File: src/rtl/bram_burst_reader_pkg.sv
// Shared constants and FSM state type for the BRAM burst reader slice.
package bram_burst_reader_pkg;

  localparam int BRAM_DATA_W = 128;
  localparam int BRAM_ADDR_W = 14;
  localparam int BRAM_BUF_D  = 2;

  typedef enum logic [1:0] {
    IDLE,
    READ,
    DRAIN
  } state_e;

endpackage

File: src/rtl/bram_burst_reader_fifo.sv
// Small synchronous FIFO holding BRAM words plus their last tag; the head is
// read straight from registered storage so the output stream is glitch-free.
module bram_burst_reader_fifo #(
  parameter int WIDTH = 129,
  parameter int DEPTH = 2
) (
  input  logic                         clk_i,
  input  logic                         rst_ni,
  input  logic                         push_i,
  input  logic                         pop_i,
  input  logic [WIDTH-1:0]             din_i,
  output logic [WIDTH-1:0]             dout_o,
  output logic [$clog2(DEPTH+1)-1:0]   count_o
);

  localparam int PTR_W = (DEPTH > 1) ? $clog2(DEPTH) : 1;
  localparam int CNT_W = $clog2(DEPTH+1);

  logic [WIDTH-1:0] mem_q [DEPTH];
  logic [PTR_W-1:0] wrPtr_q;
  logic [PTR_W-1:0] rdPtr_q;
  logic [CNT_W-1:0] count_q;

  // Pointers wrap explicitly so DEPTH need not be a power of two.
  function automatic logic [PTR_W-1:0] nextPtr(input logic [PTR_W-1:0] p);
    return (p == PTR_W'(DEPTH-1)) ? '0 : p + PTR_W'(1);
  endfunction

  always_ff @(posedge clk_i or negedge rst_ni) begin
    if (!rst_ni) begin
      for (int i = 0; i < DEPTH; i++) mem_q[i] <= '0;
      wrPtr_q <= '0;
      rdPtr_q <= '0;
      count_q <= '0;
    end else begin
      if (push_i) begin
        mem_q[wrPtr_q] <= din_i;
        wrPtr_q        <= nextPtr(wrPtr_q);
      end
      if (pop_i) rdPtr_q <= nextPtr(rdPtr_q);
      if (push_i && !pop_i)      count_q <= count_q + CNT_W'(1);
      else if (pop_i && !push_i) count_q <= count_q - CNT_W'(1);
    end
  end

  assign dout_o  = mem_q[rdPtr_q];
  assign count_o = count_q;

endmodule

File: src/rtl/bram_burst_reader.sv
// Streams a burst of consecutive BRAM words onto a valid/ready stream,
// hiding the one-cycle read latency behind a credit-controlled FIFO.
module bram_burst_reader
  import bram_burst_reader_pkg::*;
#(
  parameter int DATA_W = BRAM_DATA_W,
  parameter int ADDR_W = BRAM_ADDR_W,
  parameter int BUF_D  = BRAM_BUF_D
) (
  input  logic              clk_i,
  input  logic              rst_ni,
  input  logic              cmd_valid_i,
  output logic              cmd_ready_o,
  input  logic [ADDR_W-1:0] cmd_addr_i,
  input  logic [ADDR_W-1:0] cmd_len_i,
  output logic              bram_en_o,
  output logic [ADDR_W-1:0] bram_addr_o,
  input  logic [DATA_W-1:0] bram_dout_i,
  output logic              m_valid_o,
  input  logic              m_ready_i,
  output logic [DATA_W-1:0] m_data_o,
  output logic              m_last_o,
  output logic              busy_o
);

  localparam int CNT_W = $clog2(BUF_D+1);

  state_e            state_q;
  logic [ADDR_W-1:0] addr_q;
  logic [ADDR_W-1:0] remaining_q;
  logic              inflight_q;
  logic              inflightLast_q;

  logic [CNT_W-1:0]  fifoCount;
  logic [DATA_W:0]   fifoHead;
  logic              pop;
  logic              issue;
  logic [CNT_W:0]    occupancy;
  logic [CNT_W:0]    credit;

  assign pop = m_valid_o & m_ready_i;

  // A read may issue only if the word it returns is guaranteed a FIFO slot.
  always_comb begin
    occupancy = {1'b0, fifoCount} + (CNT_W+1)'(inflight_q);
    credit    = (CNT_W+1)'(BUF_D) + (CNT_W+1)'(pop);
    issue     = (state_q == READ) && (occupancy < credit);
  end

  always_ff @(posedge clk_i or negedge rst_ni) begin
    if (!rst_ni) begin
      state_q        <= IDLE;
      addr_q         <= '0;
      remaining_q    <= '0;
      inflight_q     <= 1'b0;
      inflightLast_q <= 1'b0;
    end else begin
      inflight_q     <= issue;
      inflightLast_q <= issue && (remaining_q == '0);
      case (state_q)
        IDLE: begin
          if (cmd_valid_i) begin
            addr_q      <= cmd_addr_i;
            remaining_q <= cmd_len_i;
            state_q     <= READ;
          end
        end
        READ: begin
          if (issue) begin
            addr_q      <= addr_q + ADDR_W'(1);
            remaining_q <= remaining_q - ADDR_W'(1);
            if (remaining_q == '0) state_q <= DRAIN;
          end
        end
        DRAIN: begin
          if (pop && m_last_o) state_q <= IDLE;
        end
        default: state_q <= IDLE;
      endcase
    end
  end

  bram_burst_reader_fifo #(
    .WIDTH (DATA_W+1),
    .DEPTH (BUF_D)
  ) u_fifo (
    .clk_i   (clk_i),
    .rst_ni  (rst_ni),
    .push_i  (inflight_q),
    .pop_i   (pop),
    .din_i   ({inflightLast_q, bram_dout_i}),
    .dout_o  (fifoHead),
    .count_o (fifoCount)
  );

  assign cmd_ready_o = (state_q == IDLE);
  assign busy_o      = (state_q != IDLE);
  assign bram_en_o   = issue;
  assign bram_addr_o = addr_q;
  assign m_valid_o   = (fifoCount != '0);
  assign m_last_o    = fifoHead[DATA_W];
  assign m_data_o    = fifoHead[DATA_W-1:0];

endmodule

File: config.mk
export PLATFORM = sky130hd
export DESIGN_NAME = bram_burst_reader
export DESIGN_NICKNAME = d
export VERILOG_FILES = /design/src/rtl/bram_burst_reader_pkg.sv /design/src/rtl/bram_burst_reader_fifo.sv /design/src/rtl/bram_burst_reader.sv
export SDC_FILE = /design/constraint.sdc
export NUM_CORES = 1
export LEC_CHECK = 0
export CAP_MARGIN = 0
export CORE_MARGIN = 2
export CORE_UTILIZATION = 46
export DETAILED_ROUTE_END_ITERATION = 7
export PLACE_DENSITY = 0.82
export SYNTH_ARGS = -nofsm -noshare
export SYNTH_HDL_FRONTEND = slang
export SYNTH_SLANG_ARGS = --single-unit
File: constraint.sdc
create_clock -name clk_i -period 2.1 [get_ports clk_i]
set_clock_uncertainty 0.05 [all_clocks]
set_input_delay 0.525 -clock clk_i [delete_from_list [all_inputs] [get_ports clk_i]]
set_output_delay 0.525 -clock clk_i [all_outputs]
set_load 0.005 [all_outputs]
==> key figures <==
Synthesis
  – Adder-Cell Fraction of Synth Area: 0.00471
  – #FFs+latches synth: 294
  – Mean Syn Cell Area: 14.2 um2
  – Largest family of logic cells by synthesized area: multiplexers
  – Post-Syn Instances: 937
  – Ys async rst share: 1.00
  – Post-synthesis mux area share: 0.330
  – Cell area after synthesis: 13,300 um2
  – Post-Synth Simple-Gate Area: 0.0419
  – Post-synth top area share: 0.554
  – Share of the yosys chip area belonging to registers: 0.554
  – Ys Warns: 0
  – Leading area contributor after synthesis: dfrtp_1
  – Top cells by area in the synthesized netlist: dfrtp_1, mux2_2, clkbuf_1, nor3_1, o22ai_1
  – Syn Nets: 1,102
  – Dominant synthesized flop cell: dfrtp_1
  – Compound-Gate Fraction of Synth Area: 0.0457
  – Post-synthesis xor/xnor area fraction: 0.00330
  – EDFF count, synth: 0
  – Synth cell types: 56

Route
  – Routed wire length: 35,500 um
  – WL met3: 2220 um
  – Antenna-violating nets left: 0
  – Top Layer Used: met4
  – 1st-iter DRT viols: 515
  – DRC viols: 0
  – Met2 Wirelength: 17,800 um
  – Wirelength per Cell: 20.3 um
  – 1st-pass router iterations: 5
  – Vias: 9,517
  – DRT met1 WL: 14,600 um
  – Via/cell ratio: 5.43

Clock network
  – CTS max path bufs: 3
  – CTS Buf Count: 34
  – Max H-tree Level: 2
  – CTS tree: built
  – Clk_lat worst skew: 500 ps
  – CTS Root Cell: clkbuf_16
  – Clock sinks: 294
  – Clock edge transition at the registers on the reported setup and hold paths: 60 ps

Setup path
  – Startpoint class of the critical path: register
  – Critical path type: reg -> out
  – WP data arrival: 2040 ps
  – CP max FO: 6
  – Setup crit end kind: output pin
  – Crit path required time: 1520 ps

Global routing
  – Initial antenna violation count: 2
  – Vias in the first global route: 10,110
  – Global route overflow: 0
  – First-pass GRT wire length: 54,900 um
  – Total track usage: 0.224
  – Largest net degree at the start of global routing: 53

Run
  – MaxCap Viol Count: 0

Power
  – VDD IR max: 1.00 mV
  – Power, Total: 0.0332 W
  – Cell Pwr Density: 1740 nW/um2
  – P_leak: 8.28 nW

Place
  – DP Area: 17,400 um2
  – Detailed Place HPWL: 23,300 um
  – RD Place Congestion: 0.885
  – IO Port Bufs: 306

STA
  – Fin. max-slew vios: 0
  – Relative slew slack: 0.659
  – Setup ws final: -515 ps
  – Hold Fails Final Rpt: 0
  – Fmax: 382 MHz
  – Tmin final: 2620 ps
  – Hold_ws: 447 ps
  – Slew @ Worst Pin: 506 ps
  – Fin crit share: 1.25
  – Setup violators final: 131
  – Final TNS setup: -44,740 ps
  – Unrepaired setup endpoints after global routing: true

Die
  – Initial core utilization: 0.465
  – Die H: 174 um
  – Row count: 62
  – Core area: 28,500 um2
  – Die width: 174 um
  – I/O pins: 307
  – Die area: 30,200 um2

Worst hold path
  – HP Class: reg -> reg

Cells and area
  – Layout net count: 1,506
  – Most frequent cells in the layout: mux2_2, dfrtp_1, clkdlybuf4s50_1
  – Register Area: 7370 um2
  – Multi-input logic area: 5800 um2
  – Area grow syn2layout: 43.9%
  – Final Core Density: 0.669
  – Share of post-route cells with drive strength above 1: 0.497
  – FILL cells: 2,075
  – Design Area, Final: 19,100 um2
  – Most common cell after layout, fill and taps aside: mux2_2

Run status
  – Status: finished with violations
  – Failing checks: setup timing
-- critical path: stages (launching register included) --
cell,delay (ps)
dfrtp_4,540
buf_4,170
buf_12,120
buf_4,150
mux2_2,280
dlygate4sd2_1,270
-- area by class of cell --
type,instances,area share
Timing Repair Buffer,426,0.221
Inverter,9,0.00177
Antenna cell,2,0.000262
Tap cell,384,0.0252
Sequential cell,294,0.386
Clock buffer,51,0.0544
Multi-Input combinational cell,576,0.304
Clock inverter,10,0.00799
-- state kept, by name (all words and copies together) (netlist names) --
name,count
u_fifo.rdPtr_q,1
u_fifo.wrPtr_q,1
u_fifo.count_o,2
inflight_q,1
bram_addr_o,14
inflightLast_q,1
remaining_q,14
state_q,2
u_fifo.mem_q,258
-- per-stage QoR --
stage	instances	setup WS, ps
after floorplan	937	32.2
after global placement	1640	-525
after detailed placement	1640	-511
after CTS	1718	-604
after global routing	1752	-578
final	1752	-515
-- cell families (layout without fill, tap and decap cells) --
| group | Yosys count | count (layout) |
|---|---|---|
| compound gates | 80 | 80 |
| xor+xnor | 5 | 5 |
| fa+ha+maj | 5 | 5 |
| buf+inv | 67 | 496 |
| flops | 294 | 294 |
| mux | 389 | 389 |
| other cells | 0 | 2 |
| simple gates | 97 | 97 |
-- Yosys cell counts (all sizes together), types with 3 or more instances --
cell	count
a221o	6
clkbuf	41
xor2	3
nand2	14
dfrtp	294
inv	9
o21ai	8
nand3	7
buf	17
or3	6
nor3	15
nor4	10
a2bb2oi	4
o22a	3
and4	3
a31oi	7
nand2b	4
o221a	4
a211oi	6
o211ai	4
a21oi	6
mux2	387
ha	5
or4	5
nor2	18
a22oi	4
o22ai	11
nand4	5
a22o	3
-- final timing paths --
check | startpoint | endpoint | slack, ps | cells past startpoint
worst max-delay path | u_fifo.rdPtr_q | m_data_o[121] | -520 | 5
worst min-delay path | u_fifo.mem_q[5] | u_fifo.mem_q[5] | 450 | 1
worst max register to register | inflight_q | bram_addr_o[9] | -40 | 6
worst min register to register | u_fifo.mem_q[5] | u_fifo.mem_q[5] | 450 | 1
max in group asynchronous | rst_ni | u_fifo.mem_q[33] | 900 | 3
min in group asynchronous | rst_ni | u_fifo.mem_q[53] | 470 | 2
-- where the power goes --
group / internal [W] / total (W) / switching, W
Clock: 0.00391 / 0.00620 / 0.00229
Sequential: 0.00859 / 0.0102 / 0.00163
Combinational: 0.0102 / 0.0168 / 0.00653
-- timing repair --
action / in CTS / in global routing
setup endpoints to repair: 156 / 149
gates resized for setup: 236 / 158
buffers inserted: 15 / 29
pin swaps: 6 / 8
endpoints found under the hold margin: 35 / 0
gates cloned: 2 / 5
hold buffers: 1 / 0
-- per-layer routing --
| metal | vias to the layer above | GRT usage |
|---|---|---|
| li1 | 4287 | - |
| met3 | 61 | 0.0461 |
| met2 | 337 | 0.382 |
| met4 | 0 | 0.0672 |
| met5 | - | 0 |
| met1 | 4832 | 0.289 |
No activity file was read; power rests on OpenSTA's default activity.
